===== src/rtl/fft32_seq_ctrl_pkg.sv =====
// fft32_seq_ctrl_pkg: shared sequencer states, frame geometry and twiddle widths
package fft32_seq_ctrl_pkg;
  localparam int NBEAT_DEF  = 8;
  localparam int AW_DEF     = 3;
  localparam int BF_LAT_DEF = 3;
  localparam int LANES      = 4;
  localparam int TW_GRP_W   = 3;
  localparam int TW_STAGE_W = 1;
  typedef enum logic [2:0] {IDLE, LOAD, STG0, WAIT0, STG1, WAIT1, DRAIN} state_e;
endpackage


===== src/rtl/fft32_seq_ctrl_dly.sv =====
// fft_seq_dly: fixed-depth valid+data shift register aligning butterfly write-back with its read
module fft_seq_dly #(
  parameter int DEPTH = 3,
  parameter int W = 4
) (
  input  logic         clk,
  input  logic         rst,
  input  logic         in_v,
  input  logic [W-1:0] in_d,
  output logic         out_v,
  output logic [W-1:0] out_d
);
  logic [DEPTH-1:0] v_q, v_d;
  logic [W-1:0] d_q [DEPTH];
  logic [W-1:0] d_d [DEPTH];
  // shift one slot per cycle, new read enters slot 0
  always_comb begin
    v_d[0] = in_v;
    d_d[0] = in_d;
    for (int i = 1; i < DEPTH; i++) begin
      v_d[i] = v_q[i-1];
      d_d[i] = d_q[i-1];
    end
  end
  // clearing on reset drops any in-flight write-back
  always_ff @(posedge clk) begin
    if (rst) begin
      v_q <= '0;
      d_q <= '{default: '0};
    end else begin
      v_q <= v_d;
      d_q <= d_d;
    end
  end
  assign out_v = v_q[DEPTH-1];
  assign out_d = d_q[DEPTH-1];
endmodule


===== src/rtl/fft32_seq_ctrl.sv =====
// fft32_seq_ctrl: frame sequencer for the 32-point FFT (optional FFT_SEQ_STATS_EN adds frame/stall counters)
module fft32_seq_ctrl
  import fft32_seq_ctrl_pkg::*;
#(
  parameter int NBEAT  = NBEAT_DEF,
  parameter int BF_LAT = BF_LAT_DEF,
  parameter int AW     = AW_DEF
) (
  input  logic                CLK,
  input  logic                RST,
  input  logic                frm_valid,
  output logic                frm_ready,
  output logic                rd_en,
  output logic                rd_bank,
  output logic [AW-1:0]       rd_addr,
  output logic                wr_en,
  output logic                wr_bank,
  output logic [AW-1:0]       wr_addr,
  output logic                tw_start,
  output logic                tw_stage,
  output logic [TW_GRP_W-1:0] tw_grp,
  output logic                out_valid,
  input  logic                out_ready,
  output logic                out_last,
  output logic                busy,
  output logic                done
`ifdef FFT_SEQ_STATS_EN
  ,
  output logic [15:0]         frm_cnt,
  output logic [15:0]         stall_cnt
`endif
);
  state_e state_q, state_d;
  logic [AW-1:0] beat_q, beat_d;
  logic done_q, done_d;
  logic stg, last_beat, wait_end, hs, dly_v;
  logic [AW:0] dly_out;
  // stage reads (not drain reads) are the ones that produce a write-back
  fft_seq_dly #(.DEPTH(BF_LAT), .W(AW + 1)) u_dly (
    .clk  (CLK),
    .rst  (RST),
    .in_v (stg),
    .in_d ({rd_bank, rd_addr}),
    .out_v(dly_v),
    .out_d(dly_out)
  );
  // status decodes; the beat counter doubles as the wait-state timer
  always_comb begin
    stg       = state_q == STG0 || state_q == STG1;
    last_beat = beat_q == AW'(NBEAT - 1);
    wait_end  = beat_q == AW'(BF_LAT - 1);
    hs        = state_q == DRAIN && out_ready;
  end
  // next state, beat advance and end-of-frame pulse
  always_comb begin
    state_d = state_q;
    beat_d  = beat_q + AW'(1);
    done_d  = 1'b0;
    case (state_q)
      IDLE:    state_d = frm_valid ? LOAD : IDLE;
      LOAD:    state_d = last_beat ? STG0 : LOAD;
      STG0:    state_d = last_beat ? WAIT0 : STG0;
      WAIT0:   state_d = wait_end ? STG1 : WAIT0;
      STG1:    state_d = last_beat ? WAIT1 : STG1;
      WAIT1:   state_d = wait_end ? DRAIN : WAIT1;
      DRAIN: begin
        beat_d  = hs ? beat_q + AW'(1) : beat_q;
        done_d  = hs && last_beat;
        state_d = done_d ? IDLE : DRAIN;
      end
      default: state_d = IDLE;
    endcase
    if (state_d != state_q || state_q == IDLE) beat_d = '0;
  end
  // state register
  always_ff @(posedge CLK) begin
    if (RST) begin
      state_q <= IDLE;
      beat_q  <= '0;
      done_q  <= 1'b0;
    end else begin
      state_q <= state_d;
      beat_q  <= beat_d;
      done_q  <= done_d;
    end
  end
  // buffer, twiddle and stream outputs; write bank is the opposite of the delayed read bank
  always_comb begin
    frm_ready = state_q == IDLE;
    busy      = !frm_ready;
    rd_en     = stg || state_q == DRAIN;
    rd_bank   = state_q == STG1;
    rd_addr   = rd_en ? beat_q : '0;
    tw_start  = stg && beat_q == '0;
    tw_stage  = state_q == STG1;
    tw_grp    = stg ? TW_GRP_W'(beat_q) : '0;
    out_valid = state_q == DRAIN;
    out_last  = out_valid && last_beat;
    wr_en     = state_q == LOAD || dly_v;
    wr_bank   = dly_v && !dly_out[AW];
    wr_addr   = state_q == LOAD ? beat_q : dly_v ? dly_out[AW-1:0] : '0;
    done      = done_q;
  end
`ifdef FFT_SEQ_STATS_EN
  logic [15:0] frm_cnt_q, frm_cnt_d, stall_cnt_q, stall_cnt_d;
  // frame count wraps, stall count saturates
  always_comb begin
    frm_cnt_d   = frm_cnt_q + 16'(done_d);
    stall_cnt_d = (state_q == DRAIN && !out_ready && stall_cnt_q != '1) ? stall_cnt_q + 16'd1 : stall_cnt_q;
  end
  // statistics registers
  always_ff @(posedge CLK) begin
    if (RST) begin
      frm_cnt_q   <= '0;
      stall_cnt_q <= '0;
    end else begin
      frm_cnt_q   <= frm_cnt_d;
      stall_cnt_q <= stall_cnt_d;
    end
  end
  assign frm_cnt   = frm_cnt_q;
  assign stall_cnt = stall_cnt_q;
`endif
endmodule


===== config.mk =====
export PLATFORM = sky130hd
export DESIGN_NAME = fft32_seq_ctrl
export DESIGN_NICKNAME = d
export VERILOG_FILES = /design/src/rtl/fft32_seq_ctrl_pkg.sv /design/src/rtl/fft32_seq_ctrl_dly.sv /design/src/rtl/fft32_seq_ctrl.sv
export SDC_FILE = /design/constraint.sdc
export NUM_CORES = 1
export LEC_CHECK = 0
export CAP_MARGIN = 20
export CORE_MARGIN = 4
export CORE_UTILIZATION = 41
export CTS_BUF_LIST = sky130_fd_sc_hd__clkbuf_4 sky130_fd_sc_hd__clkbuf_8
export DETAILED_ROUTE_END_ITERATION = 10
export MAX_ROUTING_LAYER = met4
export PLACE_DENSITY = 0.76
export SETUP_SLACK_MARGIN = 0.02
export SKIP_LAST_GASP = 1
export SLEW_MARGIN = 20
export SYNTH_ARGS = -nofsm -noshare
export SYNTH_HDL_FRONTEND = slang
export SYNTH_SLANG_ARGS = --single-unit
export TNS_END_PERCENT = 100

===== constraint.sdc =====
create_clock -name CLK -period 2.4 [get_ports CLK]
set_clock_uncertainty 0.05 [all_clocks]
set_input_delay 0.6 -clock CLK [delete_from_list [all_inputs] [get_ports CLK]]
set_output_delay 0.6 -clock CLK [all_outputs]
set_load 0.01 [all_outputs]

==> results.yml, run 1 <==
route:
  wl_met2_um: 1130
  dr.pass1.iters: 4
  vias: 838
  post-route-drc-count: 0
  wl_met1_um: 906
  routed_wl_um: 2210
  detail-route-antenna-nets: 0
  drt_iter0_markers: 11
  met3_length_um: 108
  top_layer: "met4"
  avgViaCountPerCell: 5.02
  routedWlPerCell_um: 13.2
synth:
  synth_edf_count: 0
  netlist_instances: 113
  ys_types: 36
  synth_area_um2: 1070
  synth-seq-cells: 22
  syn_avg_cell_area_um2: 9.44
  yosysSeqAreaShare_pct: 41.3
  synthArstFlopShare_pct: 0
  synthFlopType: "dfxtp_1"
  ys_warn_count: 0
  synth_nets: 121
timing:
  maxSlewViolCount: 0
  min_period_over_period_pct: 98.4
  holdWs_ns: 0.397
  period_needed_ns: 2.36
  finalHoldViolCount: 0
  final-setup-viol-count: 0
  fmax_mhz: 424
  slew_headroom_pct: 80.6
  tns_ns: 0
  rsz0062_at_grt: "true"
  tightest_slew_ns: 0.291
cts:
  cts_buffers: 3
  cts_tree: "yes"
  clock-root-buffer: "clkbuf_4"
  clkTransAtPathRegs_ns: 0.13
  post-cts-setup-buffer-count: 0
  cts.path.max_buffers: 2
  clkLatencyLatePin_ns: 0.31
  clock-sinks: 22
  cts_htree_levels: 1
pwr:
  combPwrFrac_pct: 8.2
  p_seq_share_pct: 59.3
  ir_worst_vdd_uv: 223
  switching_power_mw: 0.142
  p_sw_share_pct: 22.7
  clockPowerShare_pct: 32.5
  internal_power_mw: 0.484
  pwr_density_cell_nw_per_um2: 445
  p_leak_nw: 0.731
floorplan:
  die_y_um: 59.0
  fp.dieW_um: 59.0
  boundaryPins: 24
  core-area_um2: 2480
  row_count: 18
  die_area_um2: 3480
  initial_core_util_pct: 43.1
final_layout:
  fillers: 237
  multi_input_area_um2: 563
  layout-drive-gt1-share_pct: 21.2
  final_nets: 146
  seqCellArea_um2: 450
  diodes: 0
  final_cell_area_um2: 1410
  syn_to_final_growth_pct: 31.8
  final_cells: 167
placed_design:
  gp_congestion: 0.848
  io_buffers: 23
  hpwl_um: 1550
  dp.cells: 163
  place_area_um2: 1320
setup_path:
  startpoint_type: "flip-flop"
  end_kind: "output port"
  crit_fanout: 10
  critPathArrivalTime_ns: 1.71
  required_ns: 1.75
  critPathKind: "reg2out"
grt:
  antenna_found_initial: 0
  grt_start_max_net_pins: 20
  track_usage_pct: 13.5
  overflow: 0
  grt_pass1_wl_um: 3350
  grt_pass1_vias: 788
status:
  outcome: "finished clean"
run:
  cap_viol_max_count: 0
min_path:
  hold_class: "reg2reg"
## routing by layer
metal / vias up / GRT usage [%]
met5: - / -
met4: 0 / 9.39
met3: 9 / 2.61
met2: 25 / 23.0
met1: 381 / 13.9
li1: 423 / -
## worst max-delay path: stages, from the launching register on
cell,delay [ns]
dfxtp_2,0.36
buf_4,0.15
nor2_8,0.17
nand2_2,0.11
nand2b_1,0.08
clkdlybuf4s50_1,0.53
## placed cells by master, fill, tap and decap left out, types with 4 or more instances in the layout
master           count
dfxtp_1             16
a21oi_1              5
nor2b_1             14
and2_1               6
nor2_1               7
buf_4                7
o21ai_0              4
clkdlybuf4s50_1      9
dfxtp_2              5
nand3_1              5
dlygate4sd2_1        5
dlymetal6s2s_1       9
## worst paths after layout
kind                           startpoint                        end  slack, ns  cells past startpoint
setup / recovery    state_q[2]$_SDFF_PP0_                      wr_en       0.04                      5
hold / removal    u_dly.d_d[1]$_SDFF_PP0_  u_dly.out_d[1]$_SDFF_PP0_       0.40                      1
setup reg to reg   beat_q[0]$_SDFFE_PP0P_     beat_q[0]$_SDFFE_PP0P_       0.72                      6
hold reg to reg   u_dly.d_d[1]$_SDFF_PP0_  u_dly.out_d[1]$_SDFF_PP0_       0.40                      1
## power groups by stage
stage | registers (mW) | clock network (mW) | logic (mW)
3_3_place_gp | 0.380 | 0 | 0.0512
2_1_floorplan | 0.377 | 0 | 0.0316
6_report | 0.372 | 0.204 | 0.0511
4_1_cts | 0.373 | 0.207 | 0.0511
5_1_grt | 0.372 | 0.222 | 0.0555
3_5_place_dp | 0.380 | 0 | 0.0527
## sequential cells by signal, summed over array words and instances, names as in the netlist
signal,cells
state_q,3
done,1
u_dly.d_d,8
u_dly.out_d,4
beat_q,3
u_dly.v_q,3
## synth_stat cells, types with 2 or more instances
cell type,number,area [um^2]
nor4_1,2,12.5
mux2i_1,2,20.0
nand2_1,4,15.0
buf_4,4,30.0
and2_1,6,37.5
nand2b_1,3,18.8
o21ai_0,4,20.0
dfxtp_1,22,440
nor2_1,7,26.3
buf_2,2,10.0
nand3_1,5,25.0
buf_6,2,22.5
inv_1,3,11.3
ha_1,4,50.1
a21oi_1,5,25.0
nor3_1,3,15.0
and3b_1,3,26.3
nor2b_1,14,87.6
## metrics by stage
stage | worst slack (ns) | power [mW] | utilization (%)
after global placement | 0.218 | 0.431 | 53.2
after floorplan | 0.580 | 0.409 | -
after global routing | -0.0462 | 0.650 | 56.8
after CTS | -0.0551 | 0.631 | 55.5
final | 0.0393 | 0.627 | 56.8
after detailed placement | 0.209 | 0.433 | 53.2
## area by class of cell
cell class / count / share of cell area, %
Multi-Input combinational cell: 77 / 40.0
Sequential cell: 22 / 32.0
Timing Repair Buffer: 30 / 21.3
Tap cell: 30 / 2.67
Clock buffer: 4 / 2.58
Inverter: 4 / 1.42
## cells by family (layout without fill, tap and decap cells)
group,Yosys count,after routing,share of synthesized area (%)
multiplexers,2,2,1.88
adder cells (fa/ha/maj),4,4,4.69
buffers and inverters,14,38,8.44
XOR/XNOR,2,2,1.64
AND/OR/NAND/NOR,53,53,31.0
flip-flops,22,22,41.3
AO/OA/AOI/OAI,16,16,11.1
## timing repair
action / 4_1_cts / 5_1_grt
hold buffers: 0 / 0
setup endpoints to repair: 11 / 10
gates resized for setup: 16 / 11
pin swaps: 1 / 0
No activity file was read; power rests on OpenSTA's default activity.
==> inputs of run 2 (changes only) <==
Settings changed: CTS_CLUSTER_SIZE set to 12.
==> results of run 2 <==
The final DEF is identical to that of run 1; final timing and power are the same.
==> inputs of run 3 (changes only) <==
Settings changed: GPL_TIMING_DRIVEN set to 0.
==> results.yml, run 3 (synthesized netlist as in run 1, its figures left out) <==
route:
  drt_iter0_markers: 12
  dr.pass1.iters: 4
  wl_met1_um: 966
  post-route-drc-count: 0
  routed_wl_um: 2140
  avgViaCountPerCell: 4.95
  vias: 842
  met3_length_um: 92
  top_layer: "met4"
  detail-route-antenna-nets: 0
  wl_met2_um: 1060
  routedWlPerCell_um: 12.6
floorplan:
  die_area_um2: 3480
  initial_core_util_pct: 43.1
  fp.dieW_um: 59.0
  die_y_um: 59.0
  boundaryPins: 24
  core-area_um2: 2480
  row_count: 18
setup_path:
  critPathArrivalTime_ns: 1.66
  r2r_start: "beat_q[0]$_SDFFE_PP0P_"
  r2r_end: "beat_q[2]$_SDFFE_PP0P_"
  rr_worst_depth: 6
  crit_fanout: 10
  startpoint_type: "flip-flop"
  end_kind: "output port"
  required_ns: 1.75
  ff2ff_setup_slack_ns: 0.73
  critPathKind: "reg2out"
timing:
  final-setup-viol-count: 0
  period_needed_ns: 2.31
  tns_ns: 0
  maxSlewViolCount: 0
  holdWs_ns: 0.398
  setup_slack_ns: 0.0929
  rsz0062_at_grt: "true"
  finalHoldViolCount: 0
  min_period_over_period_pct: 96.1
  slew_headroom_pct: 70.2
  tightest_slew_ns: 0.448
  fmax_mhz: 433
final_layout:
  diodes: 0
  layout_common_cells: "dfxtp_1, nor2b_1, dlygate4sd2_1"
  fillers: 226
  final_cell_area_um2: 1400
  final_cells: 170
  fin_util_pct: 56.6
  final_common_cell: "dfxtp_1"
  layout-drive-gt1-share_pct: 22.1
  final_nets: 150
  multi_input_area_um2: 566
  syn_to_final_growth_pct: 31.3
  largest_reg_flops: 8
  seqCellArea_um2: 449
pwr:
  p_leak_nw: 0.645
  internal_power_mw: 0.450
  p_total_mw: 0.587
  ir_worst_vdd_uv: 320
  combPwrFrac_pct: 9.4
  clockPowerShare_pct: 27.9
  p_sw_share_pct: 23.5
  switching_power_mw: 0.138
  pwr_density_cell_nw_per_um2: 419
  p_seq_share_pct: 62.7
cts:
  cts_buffers: 3
  clock-root-buffer: "clkbuf_4"
  clock-sinks: 22
  cts_tree: "yes"
  clkLatencyLatePin_ns: 0.30
  clkTransAtPathRegs_ns: 0.12
  cts.path.max_buffers: 2
  cts_htree_levels: 1
  cts_hold_buffers: 0
grt:
  track_usage_pct: 14.2
  antenna_found_initial: 0
  grt_start_max_net_pins: 12
  grt_pass1_vias: 846
  grt_pass1_wl_um: 3650
  overflow: 0
placed_design:
  dp.cells: 166
  place_area_um2: 1340
  io_buffers: 23
  pre_cts_ws_ns: -0.0134
  gp_congestion: 0.702
  hpwl_um: 1570
status:
  outcome: "finished clean"
min_path:
  min_to: "u_dly.d_d[0]$_SDFF_PP0_"
  hold_class: "reg2reg"
  hp-start: "u_dly.d_d[4]$_SDFF_PP0_"
  min_path_cells: 1
run:
  cap_viol_max_count: 0
-- run 3: layer usage --
metal  global-route usage, %  vias to the layer above
li1                        -                      430
met1                    16.6                      392
met2                    23.8                       18
met3                    2.61                        2
met4                    5.83                        0
met5                       -                        -
-- run 3: worst max-delay path, stage by stage (launching register included) --
cell and delay [ns]:
dfxtp_4 0.39, buf_6 0.15, xor2_2 0.15, and2b_2 0.22, and2_1 0.16, dlygate4sd2_1 0.28
-- run 3: power groups by stage --
| stage | Clock (mW) | Sequential, mW | Combinational [mW] |
|---|---|---|---|
| 2_1_floorplan | 0 | 0.377 | 0.0316 |
| 3_3_place_gp | 0 | 0.378 | 0.0526 |
| 3_5_place_dp | 0 | 0.378 | 0.0545 |
| 4_1_cts | 0.167 | 0.369 | 0.0541 |
| 5_1_grt | 0.181 | 0.369 | 0.0595 |
| 6_report | 0.164 | 0.369 | 0.0550 |
-- run 3: how the worst max path moves through the flow --
stage / startpoint / end / slack (ns) / depth (start not counted)
after floorplan: state_q[1]$_SDFF_PP0_ / tw_start / 0.58 / 4
after global placement: state_q[1]$_SDFF_PP0_ / tw_start / -0.01 / 5
after CTS: state_q[0]$_SDFF_PP0_ / rd_addr[1] / -0.09 / 5
after global routing: state_q[1]$_SDFF_PP0_ / tw_grp[0] / 0.02 / 5
after detailed placement: state_q[1]$_SDFF_PP0_ / tw_start / -0.01 / 5
final: state_q[1]$_SDFF_PP0_ / tw_grp[0] / 0.09 / 5
-- run 3: layout make-up --
type                            count  area share (%)
Tap cell                           30            2.68
Multi-Input combinational cell     77            40.4
Inverter                            4            1.43
Timing Repair Buffer               24            16.3
Sequential cell                    22            32.1
Clock buffer                        3            1.61
Buffer                             10            5.63
-- run 3: what timing repair did --
item,CTS,global route
resized for setup,23,9
pin swaps,0,1
cloned,0,0
setup endpoints to repair,14,9
buffers inserted,0,1
